### src/rtl/e603_dlm_icb_arb2.sv
// e603_dlm_icb_arb2: two-master ICB arbiter in front of the DLM SRAM slave, with in-order response routing
module e603_dlm_icb_arb2 #(
  parameter int ARB_MODE   = 0,
  parameter int OUTS_DEPTH = 2,
  parameter int AW         = 16
) (
  input  logic          clk,
  input  logic          rst_n,
  input  logic          m0_icb_cmd_valid,
  output logic          m0_icb_cmd_ready,
  input  logic          m0_icb_cmd_read,
  input  logic [AW-1:0] m0_icb_cmd_addr,
  input  logic [63:0]   m0_icb_cmd_wdata,
  input  logic [7:0]    m0_icb_cmd_wmask,
  input  logic [2:0]    m0_icb_cmd_size,
  input  logic          m0_icb_cmd_lock,
  output logic          m0_icb_rsp_valid,
  input  logic          m0_icb_rsp_ready,
  output logic [63:0]   m0_icb_rsp_rdata,
  output logic          m0_icb_rsp_err,
  input  logic          m1_icb_cmd_valid,
  output logic          m1_icb_cmd_ready,
  input  logic          m1_icb_cmd_read,
  input  logic [AW-1:0] m1_icb_cmd_addr,
  input  logic [63:0]   m1_icb_cmd_wdata,
  input  logic [7:0]    m1_icb_cmd_wmask,
  input  logic [2:0]    m1_icb_cmd_size,
  input  logic          m1_icb_cmd_lock,
  output logic          m1_icb_rsp_valid,
  input  logic          m1_icb_rsp_ready,
  output logic [63:0]   m1_icb_rsp_rdata,
  output logic          m1_icb_rsp_err,
  output logic          s_icb_cmd_valid,
  input  logic          s_icb_cmd_ready,
  output logic          s_icb_cmd_read,
  output logic [AW-1:0] s_icb_cmd_addr,
  output logic [63:0]   s_icb_cmd_wdata,
  output logic [7:0]    s_icb_cmd_wmask,
  output logic [2:0]    s_icb_cmd_size,
  input  logic          s_icb_rsp_valid,
  output logic          s_icb_rsp_ready,
  input  logic [63:0]   s_icb_rsp_rdata,
  input  logic          s_icb_rsp_err,
  output logic          arb_active
);
  localparam int PW = OUTS_DEPTH > 1 ? $clog2(OUTS_DEPTH) : 1;
  logic [PW-1:0] wptr, rptr;
  logic [2:0] cnt;
  logic [OUTS_DEPTH-1:0] ids;
  logic rr_ptr, gnt_hold, gnt_r, lock_vld, lock_id;
  logic gnt, gnt_vld, gnt_lock, full, empty, hs, pop, head;
  always_comb begin
    full     = cnt == 3'(OUTS_DEPTH);
    empty    = cnt == 3'd0;
    gnt      = lock_vld ? lock_id :
               gnt_hold ? gnt_r :
               (m0_icb_cmd_valid ^ m1_icb_cmd_valid) ? m1_icb_cmd_valid :
               (ARB_MODE == 1) ? 1'b0 : rr_ptr;
    gnt_vld  = gnt ? m1_icb_cmd_valid : m0_icb_cmd_valid;
    gnt_lock = gnt ? m1_icb_cmd_lock : m0_icb_cmd_lock;
    // Only the granted master may present, so a lock owner that goes idle cannot leak a phantom beat
    s_icb_cmd_valid  = rst_n & gnt_vld & ~full;
    s_icb_cmd_read   = gnt ? m1_icb_cmd_read  : m0_icb_cmd_read;
    s_icb_cmd_addr   = gnt ? m1_icb_cmd_addr  : m0_icb_cmd_addr;
    s_icb_cmd_wdata  = gnt ? m1_icb_cmd_wdata : m0_icb_cmd_wdata;
    s_icb_cmd_wmask  = gnt ? m1_icb_cmd_wmask : m0_icb_cmd_wmask;
    s_icb_cmd_size   = gnt ? m1_icb_cmd_size  : m0_icb_cmd_size;
    m0_icb_cmd_ready = rst_n & ~gnt & s_icb_cmd_ready & ~full;
    m1_icb_cmd_ready = rst_n & gnt & s_icb_cmd_ready & ~full;
    hs               = s_icb_cmd_valid & s_icb_cmd_ready;
    head             = ids[rptr];
    m0_icb_rsp_valid = rst_n & ~empty & ~head & s_icb_rsp_valid;
    m1_icb_rsp_valid = rst_n & ~empty & head & s_icb_rsp_valid;
    // With nothing outstanding a stray response is swallowed
    s_icb_rsp_ready  = rst_n & (empty | (head ? m1_icb_rsp_ready : m0_icb_rsp_ready));
    m0_icb_rsp_rdata = s_icb_rsp_rdata;
    m1_icb_rsp_rdata = s_icb_rsp_rdata;
    m0_icb_rsp_err   = s_icb_rsp_err;
    m1_icb_rsp_err   = s_icb_rsp_err;
    pop              = s_icb_rsp_valid & s_icb_rsp_ready & ~empty;
    arb_active       = rst_n & (m0_icb_cmd_valid | m1_icb_cmd_valid | ~empty);
  end
  always_ff @(posedge clk or negedge rst_n)
    if (!rst_n) begin
      rr_ptr   <= 1'b0;
      gnt_hold <= 1'b0;
      gnt_r    <= 1'b0;
      lock_vld <= 1'b0;
      lock_id  <= 1'b0;
      wptr     <= '0;
      rptr     <= '0;
      cnt      <= '0;
      ids      <= '0;
    end else begin
      if (hs) begin
        rr_ptr    <= ~gnt;
        lock_vld  <= gnt_lock;
        lock_id   <= gnt;
        gnt_hold  <= 1'b0;
        ids[wptr] <= gnt;
        wptr      <= wptr == PW'(OUTS_DEPTH - 1) ? '0 : wptr + PW'(1);
      end else if (s_icb_cmd_valid) begin
        gnt_hold <= 1'b1;
        gnt_r    <= gnt;
      end
      if (pop) rptr <= rptr == PW'(OUTS_DEPTH - 1) ? '0 : rptr + PW'(1);
      cnt <= cnt + 3'(hs) - 3'(pop);
    end
  a_rsp_no_outstanding: assert property (@(posedge clk) disable iff (!rst_n) !(s_icb_rsp_valid && empty));
endmodule

### config.mk
export PLATFORM = sky130hd
export DESIGN_NAME = e603_dlm_icb_arb2
export DESIGN_NICKNAME = d
export VERILOG_FILES = /design/src/rtl/e603_dlm_icb_arb2.sv
export SDC_FILE = /design/constraint.sdc
export NUM_CORES = 1
export LEC_CHECK = 0
export CAP_MARGIN = 20
export CORE_AREA = 2 2 191 193
export CTS_BUF_LIST = sky130_fd_sc_hd__clkbuf_2
export CTS_CLUSTER_DIAMETER = 150
export DETAILED_ROUTE_END_ITERATION = 8
export DIE_AREA = 0 0 193 195
export GPL_TIMING_DRIVEN = 0
export PLACE_DENSITY = 0.5
export SYNTH_ARGS = -nofsm -noshare
export SYNTH_HDL_FRONTEND = slang
export SYNTH_SLANG_ARGS = --single-unit
### constraint.sdc
create_clock -name clk -period 4.7 [get_ports clk]
set_clock_uncertainty 0.2 [all_clocks]
set_input_delay 0.94 -clock clk [delete_from_list [all_inputs] [get_ports clk]]
set_output_delay 0.94 -clock clk [all_outputs]
set_load 0.01 [all_outputs]
* Word level (Yosys, flattened, before mapping)
Index checks and enable logic that the tools add are counted.
Storage, ports and cells: flip-flop bits (word level) 12, bits in latches 0, memory bits (writable) 0, memory bits (read-only) 0, input bits 259, output and inout port bits 229, logic and storage cells 68, memories 0
Operators by class: add/sub/neg operators 4, multiply operators 0, div/mod/pow operators 0, order comparisons 3, eq/ne operators 1, shift-type cells 0, muxes and demuxes 20, bitwise gates (word level) 27, reductions and logical operators 4
Operator list (count):
- $mux W64 | 1
- $and A1 B1 Y1 | 18
- $mux W16 | 1
- $mux W1 | 14
- $mux W8 | 1
- $not A1 Y1 | 5
- $lt A1 B2 Y1 const B | 2
- $add A3 B1 Y3 | 1
- $eq A3 B2 Y1 const B | 1
- $logic_not A3 Y1 | 1
- $mux W3 | 1
- $or A1 B1 Y1 | 3
- $sub A3 B1 Y3 | 1
- $add A1 B1 Y1 const B | 2
- $bwmux W2 | 1
- $reduce_and A2 Y1 | 1
- $reduce_bool A2 Y1 | 1
- $demux W1 S1 | 1
- $ge A1 B1 Y1 const B | 1
- $logic_and A1 B1 Y1 | 1
- $xor A1 B1 Y1 | 1

* Depth between registers and ports, before layout
depth after elaboration 10, mapped depth 12, depth with buffers taken out 12

* Least setup slack after synthesis
No wires, ideal clock.
kind input to output, start point input m0_icb_cmd_valid, end point output s_icb_cmd_wdata[54], arrival 2471 ps, data required time 3560 ps, setup slack 1089 ps, stages 8, cells stage by stage inv_1 -> ha_1 -> mux2i_1 -> a211oi_2 -> nor2_1 -> buf_6 -> buf_6 -> mux2_1
On the way: longest elaborated chain between the ends 5
RTL lines:
- start, declared | RTL line 9 | input logic m0_icb_cmd_valid,
- $xor A1 B1 Y1 | RTL line 57 | (m0_icb_cmd_valid ^ m1_icb_cmd_valid) ? m1_icb_cmd_valid :
- $mux W1 | RTL line 57
- $mux W1 | RTL line 56 | gnt_hold ? gnt_r :
- $mux W1 | RTL line 55 | gnt = lock_vld ? lock_id :
- $mux W64 | RTL line 65 | s_icb_cmd_wdata = gnt ? m1_icb_cmd_wdata : m0_icb_cmd_wdata;
- end, declared | RTL line 37 | output logic [63:0] s_icb_cmd_wdata,
Every way passes these cells.

* Worst setup path in the final report
start point input m0_icb_cmd_valid, end point output s_icb_cmd_wdata[9]
The elaborated chain is that of the path after synthesis.

==> metrics.md <==
| Metric | Value |
|---|---|
| Clock tree from TritonCTS | yes |
| Final Cycle Share | 97.93% |
| Largest family of logic cells by synthesized area | multiplexers |
| Post-synthesis mux area share | 40.50% |
| CP max stage delay | 0.55 ns |
| Total clock buffers created by CTS | 3 |
| Die height | 195 um |
| Netlist Area Pre-Place | 2910 um2 |
| Std-Cell Rows | 69 |
| Crit-path leading delay family | buffers and inverters |
| Buffers and inverters on the worst path | 5 |
| Slew Limit Fails | 0 |
| Status | finished, final reports clean |
| Max-capacitance violation count | 0 |
| Sequential fraction of the synthesis area | 10.32% |
| Post-Syn Nets | 571 |
| Bufs on Longest Clock Path | 2 |
| DR DRC count | 0 |
| Max VDD drop | 0.2540 mV |
| Yosys cell types | 32 |
| Critical Path Slowest Stage Cell | clkdlybuf4s50_1 |
| Antenna Nets Post-Route | 0 |
| Drt wl/cell | 13.19 um |
| CP dominant cell by count | clkdlybuf4s50_1 |
| Largest fanout on the critical path | 10 |
| Area share of fa/ha/maj cells after synthesis | 1.978% |
| Clock transition at the registers of the reported paths | 0.13 ns |
| Clk sinks | 12 |
| Hold path depth | 1 |
| Slew @ Worst Pin | 0.7900 ns |
| GP Congestion | 0.7104 |
| WS Path Type | input port to output port |
| Design area | 7810 um2 |
| I/O pin count | 488 |
| Clk pwr share | 2.1% |
| Placed cell area | 7711 um2 |
| Clk_lat worst skew | 0.28 ns |
| Fillers | 3,901 |
| Switch share | 38.14% |
| Startpoint type of the worst setup path | input port |
| Core Region | 35,400 um2 |
| Setup tns final | 0 ns |
| Endpoint type of the worst setup path | output port |
| P_sw | 0.001042 W |
| Port buffer count | 422 |
| Class of the worst hold path | register to register |
| Slew headroom | 47.17% |
| Mapped Cells | 308 |
| Worst R2R Setup Slack | 1.79 ns |
| H-Tree Depth | 1 |
| Initial Utilization | 8.222% |
| Tot GR Track Use | 7.538% |
| Post-synthesis simple-gate area fraction | 3.783% |
| Die X | 193 um |
| Drt first-iter violations | 38 |
| RSZ-0062 raised after global routing | true |
| Power Dens Cells | 349.8 nW/um2 |
| Number of setup violations in the final report | 0 |
| Flop pwr share | 6.8% |
| Die ar. | 37,640 um2 |
| Xor/xnor share of the synthesized area | 1.204% |
| Global-route wire length before repair | 21,510 um |
| Pin count of the biggest net entering global routing | 20 |
| Final Non-Filler Cells | 1,200 |
| Hold wc startpoint | rptr |
| Combinational share of power | 91.1% |
| Post-placement cell count | 1,191 |
| CP arrival | 3.46 ns |
| #FFs+latches synth | 12 |
| Area Growth Syn to Fin | 168.4% |
| Diodes inserted | 0 |
| Reg2reg path depth | 10 |
| Leak | 3.314 nW |
| Layout cells sized above 1 | 32.34% |
| Vias | 3,621 |
| Hold-critical path endpoint | rptr |
| Final #Nets | 1,003 |
| Root Driver | clkbuf_2 |
| Hold Violations, Final | 0 |
| Reg-to-reg critical path endpoint | cnt[2] |
| Mean Syn Cell Area | 9.449 um2 |
| Worst R2R Start | cnt[1] |
| Crit path required time | 3.56 ns |
| Overflow after GRT | 0 |
| DR pass1 iterations | 4 |
| FMAX | 217.3 MHz |
| Synthesis Warnings | 0 |
| Vias in the first global route | 3,797 |
| Total internal power | 0.001690 W |
| Minimum clock period after layout | 4.603 ns |
| Initial antenna violation count | 0 |
| Via density | 3.018 |
| Routed WL | 15,830 um |
| CP Cell Sequence | clkdlybuf4s50_1 -> inv_1 -> ha_1 -> mux2i_1 -> a211oi_2 -> nor2_4 -> buf_12 -> clkbuf_4 -> mux2_2 -> clkdlybuf4s50_1 |
| Hpwl dp | 14,220 um |
| Synth Area in Compound Gates | 4.471% |
[worst max-delay path by stage]
stage | slack [ns] | end | cells after the start | from
6_report | 0.1 | s_icb_cmd_wdata[9] | 10 | m0_icb_cmd_valid
5_1_grt | -0.02 | s_icb_cmd_wdata[23] | 10 | m1_icb_cmd_valid
4_1_cts | 0.02 | s_icb_cmd_addr[13] | 10 | m0_icb_cmd_valid
3_5_place_dp | -0.54 | s_icb_cmd_wdata[36] | 10 | m1_icb_cmd_valid
3_3_place_gp | -0.52 | s_icb_cmd_wdata[36] | 10 | m0_icb_cmd_valid
2_1_floorplan | 1.09 | s_icb_cmd_wdata[54] | 8 | m0_icb_cmd_valid
[repair_timing]
item | CTS | global route
buffers inserted | 4 | 0
pin swaps | 2 | 0
hold buffers | 0 | 0
endpoints found under the setup margin | 93 | 43
gates resized for setup | 47 | 11
cloned | 1 | 0
[area by class of cell]
cell class,instances,area (um2),area share [%]
Multi-Input combinational cell,145,1519,19.45
Sequential cell,12,300.3,3.845
Inverter,11,41.29,0.5287
Buffer,140,1090,13.95
Tap cell,461,576.8,7.385
Clock inverter,1,3.754,0.04806
Timing Repair Buffer,427,4264,54.60
Clock buffer,3,15.01,0.1922
[synthesized netlist by cell type]
library cell  count  share of area, %
a211oi_2          1              0.43
a21boi_0          1              0.26
a21o_1            1              0.26
a21oi_1           3              0.52
a21oi_2           1              0.30
buf_2             5              0.86
buf_4           130                34
buf_6             5               1.9
dfrtp_1          12                10
fa_1              1              0.69
ha_1              3               1.3
inv_1            11               1.4
mux2_1            6               2.3
mux2_2           56                22
mux2_4           30                15
mux2i_1           3               1.0
nand2_1           2              0.26
nand3_1           2              0.34
nand4_1           1              0.22
nor2_1            9               1.2
nor2b_1           1              0.22
nor3_1            2              0.34
nor3b_1           2              0.52
o21a_1            2              0.52
o21ai_0           8               1.4
o31ai_1           2              0.52
o32ai_1           1              0.30
or2_2             1              0.22
or3_1             1              0.22
or3b_2            1              0.30
xnor2_1           2              0.60
xor2_1            2              0.60
[metal layers]
| metal | GRT usage (%) | vias up | wire length, um |
|---|---|---|---|
| li1 | - | 1776 | - |
| met1 | 7.884 | 1617 | 5587 |
| met2 | 15.44 | 222 | 8719 |
| met3 | 1.600 | 6 | 1432 |
| met4 | 0.8137 | 0 | 85 |
| met5 | 0 | - | 0 |
[registers in the layout, indices dropped and copies added (netlist names)]
name / cells
cnt: 3
gnt_hold: 1
gnt_r: 1
ids: 2
lock_id: 1
lock_vld: 1
rptr: 1
rr_ptr: 1
wptr: 1
[power groups by stage]
| stage | Clock (W) | Combinational (W) | Sequential [W] |
|---|---|---|---|
| detailed placement | 0 | 0.00249 | 0.000189 |
| CTS | 0.0000593 | 0.00255 | 0.000186 |
| global placement | 0 | 0.00249 | 0.000187 |
| finish | 0.0000567 | 0.00249 | 0.000185 |
| global route | 0.0000644 | 0.00267 | 0.000195 |
| floorplan | 0 | 0.00128 | 0.000180 |
[cells by family (layout without fill, tap and decap cells)]
kind of cell / after synthesis / after routing
buf+inv: 151 / 582
mux: 95 / 95
xor+xnor: 4 / 4
simple gates: 22 / 22
flops: 12 / 12
fa+ha+maj: 4 / 4
compound gates: 20 / 20
[metrics by stage]
stage | hold slack [ns] | setup WS [ns] | power (W) | util (%)
6_report | 0.3003 | 0.09740 | 0.002732 | 22.06
4_1_cts | 0.3043 | 0.01739 | 0.002791 | 21.98
3_5_place_dp | 0.2819 | -0.5437 | 0.002677 | 21.79
5_1_grt | 0.3300 | -0.01871 | 0.002924 | 22.06
3_3_place_gp | 0.2662 | -0.5185 | 0.002677 | 21.79
2_1_floorplan | 0.2491 | 1.089 | 0.001463 | -
[layout by cell type (no fill, tap or decap), types with 6 or more instances in the layout]
master / count
buf_4: 133
buf_6: 7
clkdlybuf4s50_1: 376
dfrtp_1: 12
dlygate4sd2_1: 40
dlymetal6s2s_1: 6
inv_1: 11
mux2_1: 6
mux2_2: 56
mux2_4: 30
nor2_1: 8
o21ai_0: 8
Power figures use the tool's default switching activity.
